**src/rtl/andor_pipe.sv**
```systemverilog
// Three-stage elastic valid/ready datapath computing y = (a OP1 b) OP2 c bitwise,
// with per-transaction operator codes and a wrapping count of delivered results.
module andor_pipe #(
    parameter int WIDTH = 8,
    parameter int CNT_W = 16
) (
    input  logic             clk,
    input  logic             nrst,
    input  logic             in_valid,
    output logic             in_ready,
    input  logic [WIDTH-1:0] a,
    input  logic [WIDTH-1:0] b,
    input  logic [WIDTH-1:0] c,
    input  logic [1:0]       op1,
    input  logic [1:0]       op2,
    output logic             out_valid,
    input  logic             out_ready,
    output logic [WIDTH-1:0] y,
    output logic [CNT_W-1:0] done_cnt
);

    localparam logic [1:0] OP_AND = 2'b00;
    localparam logic [1:0] OP_OR  = 2'b01;
    localparam logic [1:0] OP_XOR = 2'b10;

    function automatic logic f_op(input logic [1:0] i_op, input logic i_x, input logic i_z);
        case (i_op)
            OP_AND:  f_op = i_x & i_z;
            OP_OR:   f_op = i_x | i_z;
            OP_XOR:  f_op = i_x ^ i_z;
            default: f_op = ~(i_x ^ i_z);
        endcase
    endfunction

    logic             r_s1_v;
    logic [WIDTH-1:0] r_s1_r;
    logic [WIDTH-1:0] r_s1_c;
    logic [1:0]       r_s1_op2;
    logic             r_s2_v;
    logic [WIDTH-1:0] r_s2_r;
    logic             r_s3_v;
    logic [WIDTH-1:0] r_s3_y;
    logic [CNT_W-1:0] r_done_cnt;

    logic             w_ready1;
    logic             w_ready2;
    logic             w_ready3;
    logic             w_out_xfer;
    logic [WIDTH-1:0] w_s1_d;
    logic [WIDTH-1:0] w_s2_d;

    // Ready ripples combinationally from the consumer back to the producer.
    assign w_ready3   = !r_s3_v || out_ready;
    assign w_ready2   = !r_s2_v || w_ready3;
    assign w_ready1   = !r_s1_v || w_ready2;
    assign w_out_xfer = r_s3_v && out_ready;

    genvar gi;
    generate
        for (gi = 0; gi < WIDTH; gi++) begin : g_bit
            assign w_s1_d[gi] = f_op(op1, a[gi], b[gi]);
            assign w_s2_d[gi] = f_op(r_s1_op2, r_s1_r[gi], r_s1_c[gi]);
        end
    endgenerate

    always_ff @(posedge clk or negedge nrst) begin
        if (!nrst) begin
            r_s1_v   <= 1'b0;
            r_s1_r   <= '0;
            r_s1_c   <= '0;
            r_s1_op2 <= '0;
        end else if (w_ready1) begin
            r_s1_v <= in_valid;
            if (in_valid) begin
                r_s1_r   <= w_s1_d;
                r_s1_c   <= c;
                r_s1_op2 <= op2;
            end
        end
    end

    always_ff @(posedge clk or negedge nrst) begin
        if (!nrst) begin
            r_s2_v <= 1'b0;
            r_s2_r <= '0;
        end else if (w_ready2) begin
            r_s2_v <= r_s1_v;
            if (r_s1_v) begin
                r_s2_r <= w_s2_d;
            end
        end
    end

    // The output register only loads when the consumer has taken (or never had) its value,
    // so y is frozen for the whole of a stall.
    always_ff @(posedge clk or negedge nrst) begin
        if (!nrst) begin
            r_s3_v <= 1'b0;
            r_s3_y <= '0;
        end else if (w_ready3) begin
            r_s3_v <= r_s2_v;
            if (r_s2_v) begin
                r_s3_y <= r_s2_r;
            end
        end
    end

    always_ff @(posedge clk or negedge nrst) begin
        if (!nrst) begin
            r_done_cnt <= '0;
        end else if (w_out_xfer) begin
            r_done_cnt <= r_done_cnt + CNT_W'(1);
        end
    end

    assign in_ready  = w_ready1;
    assign out_valid = r_s3_v;
    assign y         = r_s3_y;
    assign done_cnt  = r_done_cnt;

endmodule

```
**config.mk**
```make
export PLATFORM = sky130hd
export DESIGN_NAME = andor_pipe
export DESIGN_NICKNAME = d
export VERILOG_FILES = /design/src/rtl/andor_pipe.sv
export SDC_FILE = /design/constraint.sdc
export NUM_CORES = 1
export LEC_CHECK = 0
export CAP_MARGIN = 0
export CORE_MARGIN = 2
export CORE_UTILIZATION = 56
export CTS_CLUSTER_DIAMETER = 30
export CTS_CLUSTER_SIZE = 28
export DETAILED_ROUTE_END_ITERATION = 8
export PLACE_DENSITY_LB_ADDON = 0.15
export SYNTH_ARGS = -nofsm -noshare
export SYNTH_HDL_FRONTEND = slang
export SYNTH_SLANG_ARGS = --single-unit
```
**constraint.sdc**
```tcl
create_clock -name clk -period 2 [get_ports clk]
set_input_delay 0.4 -clock clk [delete_from_list [all_inputs] [get_ports clk]]
set_output_delay 0.4 -clock clk [all_outputs]
set_load 0.1 [all_outputs]
```
Yosys cells after proc, flatten, opt, wreduce, memory -nomap -nowiden. Index checks and enable logic that the tools add are counted.

$add $sub $neg: 1. Equal/unequal tests: 4. Multiplexer cells: 16. Bitwise operators: 64. Reduce and logical (&&, ||, !) cells: 12.

Operator list (number): 1-bit case mux with 3 select lines (16); 16-bit by 1-bit adder with 16-bit output, second input constant (1); 1-bit AND (16); 1-bit NOT (16); 1-bit OR (16); 1-bit bitwise XOR (16); 2-bit AND reduction (3); 2-bit by 1-bit equality test with 1-bit output, second input constant (2); 2-bit equality test, second input constant (2); 2-bit logical NOT (2); 1-bit logical NOT (3); 1-bit logical OR (3); 1-bit logical AND (1).

Register bits after elaboration: 53. Input bits: 32. Output and inout bits: 26. Logic and storage cells: 106.

Longest topological paths before layout.
Depth after elaboration: 5. Depth in mapped cells: 6.

Worst setup path before layout. No wires, ideal clock.

Path kind: register -> register. From: register r_s3_v, in the netlist out_valid. To: register r_s1_c[5]. Setup time: 125 ps. Arrival time: 3317 ps. Path slack: -1442 ps. Stages on the path, launching flop included: 5. Cells stage by stage: dfrtp_1 > nand4b_1 > nand2_2 > buf_6 > mux2_2.

Longest elaborated chain between the ends: 5.

RTL lines: start: declaration (line 41) `logic r_s3_v;`; start signal: assignment (line 101) `r_s3_v <= r_s2_v;`; 1-bit logical NOT (line 53) `assign w_ready3 = !r_s3_v || out_ready;`; 1-bit logical OR (line 53); 1-bit logical OR (line 54) `assign w_ready2 = !r_s2_v || w_ready3;`; 1-bit logical OR (line 55) `assign w_ready1 = !r_s1_v || w_ready2;`; via in_ready (line 10) `output logic in_ready,`; 2-bit AND reduction (no line); end signal: assignment (line 70) `r_s1_c <= '0;`; end signal: assignment (line 76) `r_s1_c <= c;`; end: declaration (line 37) `logic [WIDTH-1:0] r_s1_c;`.

The timed path passes the listed nets, and every way through them passes these cells. A chain may end at the register's enable or synchronous reset.

Worst setup path after layout.
From: input out_ready. To: output in_ready.

Longest elaborated chain between the ends: 3.

RTL lines: start: declaration (line 17) `input logic out_ready,`; 1-bit logical OR (line 53); 1-bit logical OR (line 54); 1-bit logical OR (line 55); end: declaration (line 10).

Every way passes these cells.

==> out/summary.txt <==
CTS Hold Buffers Added = 0
Setup TNS = 0 ps
top-count cell post-synth = dfrtp_1
global-route wire length before repair = 9.32 mm
EDFF count, synth = 0
# port buffers = 57
post-synthesis sequential area ratio = 43.4%
Area growth, synth to finish = 25.1%
Overall Global Routing Usage = 19.1%
grt ovf = 0
met3 Use GR = 3.60%
Via-to-Cell Ratio = 5.13
Synth Flop Type = dfrtp_1
Detailed Place HPWL = 4.14 mm
Nets = 414
Final Hold Violating Endpoints = 0
final WL = 5.25 mm
fmax = 0.515 GHz
DIE WIDTH = 77.9 um
syn nets = 356
register area = 0.00134 mm2
Post-Layout Inst Area = 0.00382 mm2
Clock transition at path regs = 100 ps
CP Capture Type = output port
worst relative slew slack = 61.2%
outcome = completed
cells after synthesis = 291
FILL cells = 386
clock tree sinks = 53
Starting Density = 59.1%
Global Route met2 Usage = 32.2%
full die area = 0.00607 mm2
I/O pin total = 58
Pwr Density = 1130 mW/mm2
met1 GRT Util = 25.4%
flops & latches, synth = 53
# diodes = 0
post-route ant nets = 0
endpoints failing setup = 0
Post-synth top cells = dfrtp_1 (53), inv_1 (37), ha_1 (33)
RSZ-0062 raised after global routing = no
Mapped Area = 0.00306 mm2
ys async rst share = 100%
fin crit period = 1940 ps
Slew Limit Fails = 0
CORE AREA = 0.00517 mm2
CTS Root Cell = clkbuf_8
RePlAce Congestion = 0.793
Lkg Pwr = 1.86 nW
R2R Setup Slk = 450 ps
area of the multi-input gates = 0.00154 mm2
Post-CTS Resized = 0
worst skew pair latency = 300 ps
Req. time, crit path = 1600 ps
Worst Setup Start Kind = input pin
number of global-route vias before repair = 2084
GRT busiest layer = met2
DRC viols = 0
synthesized area per cell = 10.5 um2
CP Data Arrival Time = 1540 ps
Peak VDD IR = 1130 uV
Slew @ Worst Pin = 582 ps
initial antenna violation count = 0
H-tree depth = 2
final design utilization = 73.9%
die height = 77.9 um
Worst Skew = 7.01 ps
DR iter-0 viols = 95
row cnt = 26
Yosys top cell by area = dfrtp_1
period utilization = 97.1%
share of the synthesized area in the top cell type = 43.4%
Max Cap Violations = 0
number of distinct library cells after synthesis = 33
Pwr Total = 4.32 mW
ratio of cells with drive above 1 in the final layout = 22.0%
crit path max fanout = 6
dpl cell area = 0.00373 mm2
WL per Instance = 12.5 um
drt first pass iters = 4
dominant cells by area after synthesis = dfrtp_1 (43%), ha_1 (14%), mux2_2 (7.0%)
type of the most critical hold path = input pin to asynchronous set/reset pin
Setup CP Type = input pin to output port
via count = 2154
Bufs on Longest Clock Path = 2
Synth Warn # = 0
TritonCTS clock tree = yes
pin count of the biggest net entering global routing = 31
clock buffer count from CTS = 5
-- registers in the layout (all words and copies together), names as in the netlist --
signal	cells
out_valid	1
r_s2_v	1
y	8
r_s1_r	8
r_s2_r	8
r_s1_c	8
r_s1_v	1
r_s1_op2	2
done_cnt	16
-- layout by cell type, fill, tap and decap left out, types with 15 or more instances in the layout --
cell	Yosys	layout
inv_1	37	37
buf_4	1	27
a21oi_1	20	20
dfrtp_1	53	44
xor2_1	20	20
clkdlybuf4s50_1	0	30
ha_1	33	33
nor2_1	23	23
mux2_2	19	15
a211oi_1	19	19
-- critical path, stage by stage --
cell and delay (ps):
clkdlybuf4s50_1 530, nand4b_1 270, buf_4 180, buf_12 160
-- report_power, final --
part	internal (mW)	switching, mW
clock network	0.249	0.354
logic	0.624	1.52
registers	1.35	0.226
total	2.22	2.10
-- path summary, 6_finish.rpt --
path / startpoint / endpoint / depth (start not counted)
min in group clk: done_cnt[15]$_DFFE_PN0P_ / done_cnt[15]$_DFFE_PN0P_ / 1
hold reg to reg: done_cnt[15]$_DFFE_PN0P_ / done_cnt[15]$_DFFE_PN0P_ / 1
setup reg to reg: out_valid$_DFFE_PN0P_ / r_s1_c[1]$_DFFE_PN0P_ / 5
max in group asynchronous: nrst / r_s1_c[1]$_DFFE_PN0P_ / 2
hold / removal: nrst / done_cnt[9]$_DFFE_PN0P_ / 1
setup / recovery: out_ready / in_ready / 4
-- layout make-up --
type | count | share of cell area (%)
Inverter | 37 | 3.63
Clock inverter | 3 | 0.556
Tap cell | 70 | 2.29
Sequential cell | 53 | 35.0
Clock buffer | 5 | 1.80
Multi-Input combinational cell | 188 | 40.3
Timing Repair Buffer | 64 | 16.4
-- per-layer routing --
layer	share of wire (%)	wire, um	vias to the layer above
met2	49	2590	53
met5	0	0	-
met1	46	2430	1016
met4	1.2	65	0
li1	-	-	1079
met3	3.2	168	6
-- timing repair --
item,in CTS,in global routing
setup buffers,0,1
hold endpoints to repair,0,0
endpoints found under the setup margin,0,1
-- through the flow --
stage               hold slack [ps]  std cells  setup WS, ps
floorplan                       104        291          -808
global placement                422        411          81.1
detailed placement              434        411          7.04
CTS                            98.7        419          38.8
global route                    103        420          21.6
finish                         79.8        420          57.7
-- cells by family after synthesis --
family	Yosys count	synth area share, %
muxes	22	7.98
DFF	53	43.4
adders and majority gates	33	13.5
buffers and inverters	50	6.75
AOI/OAI and AO/OA	45	9.00
xor gates and xnor gates	31	8.88
and+or+nand+nor	57	10.5
Note: power is estimated with default switching activity, not from simulation.
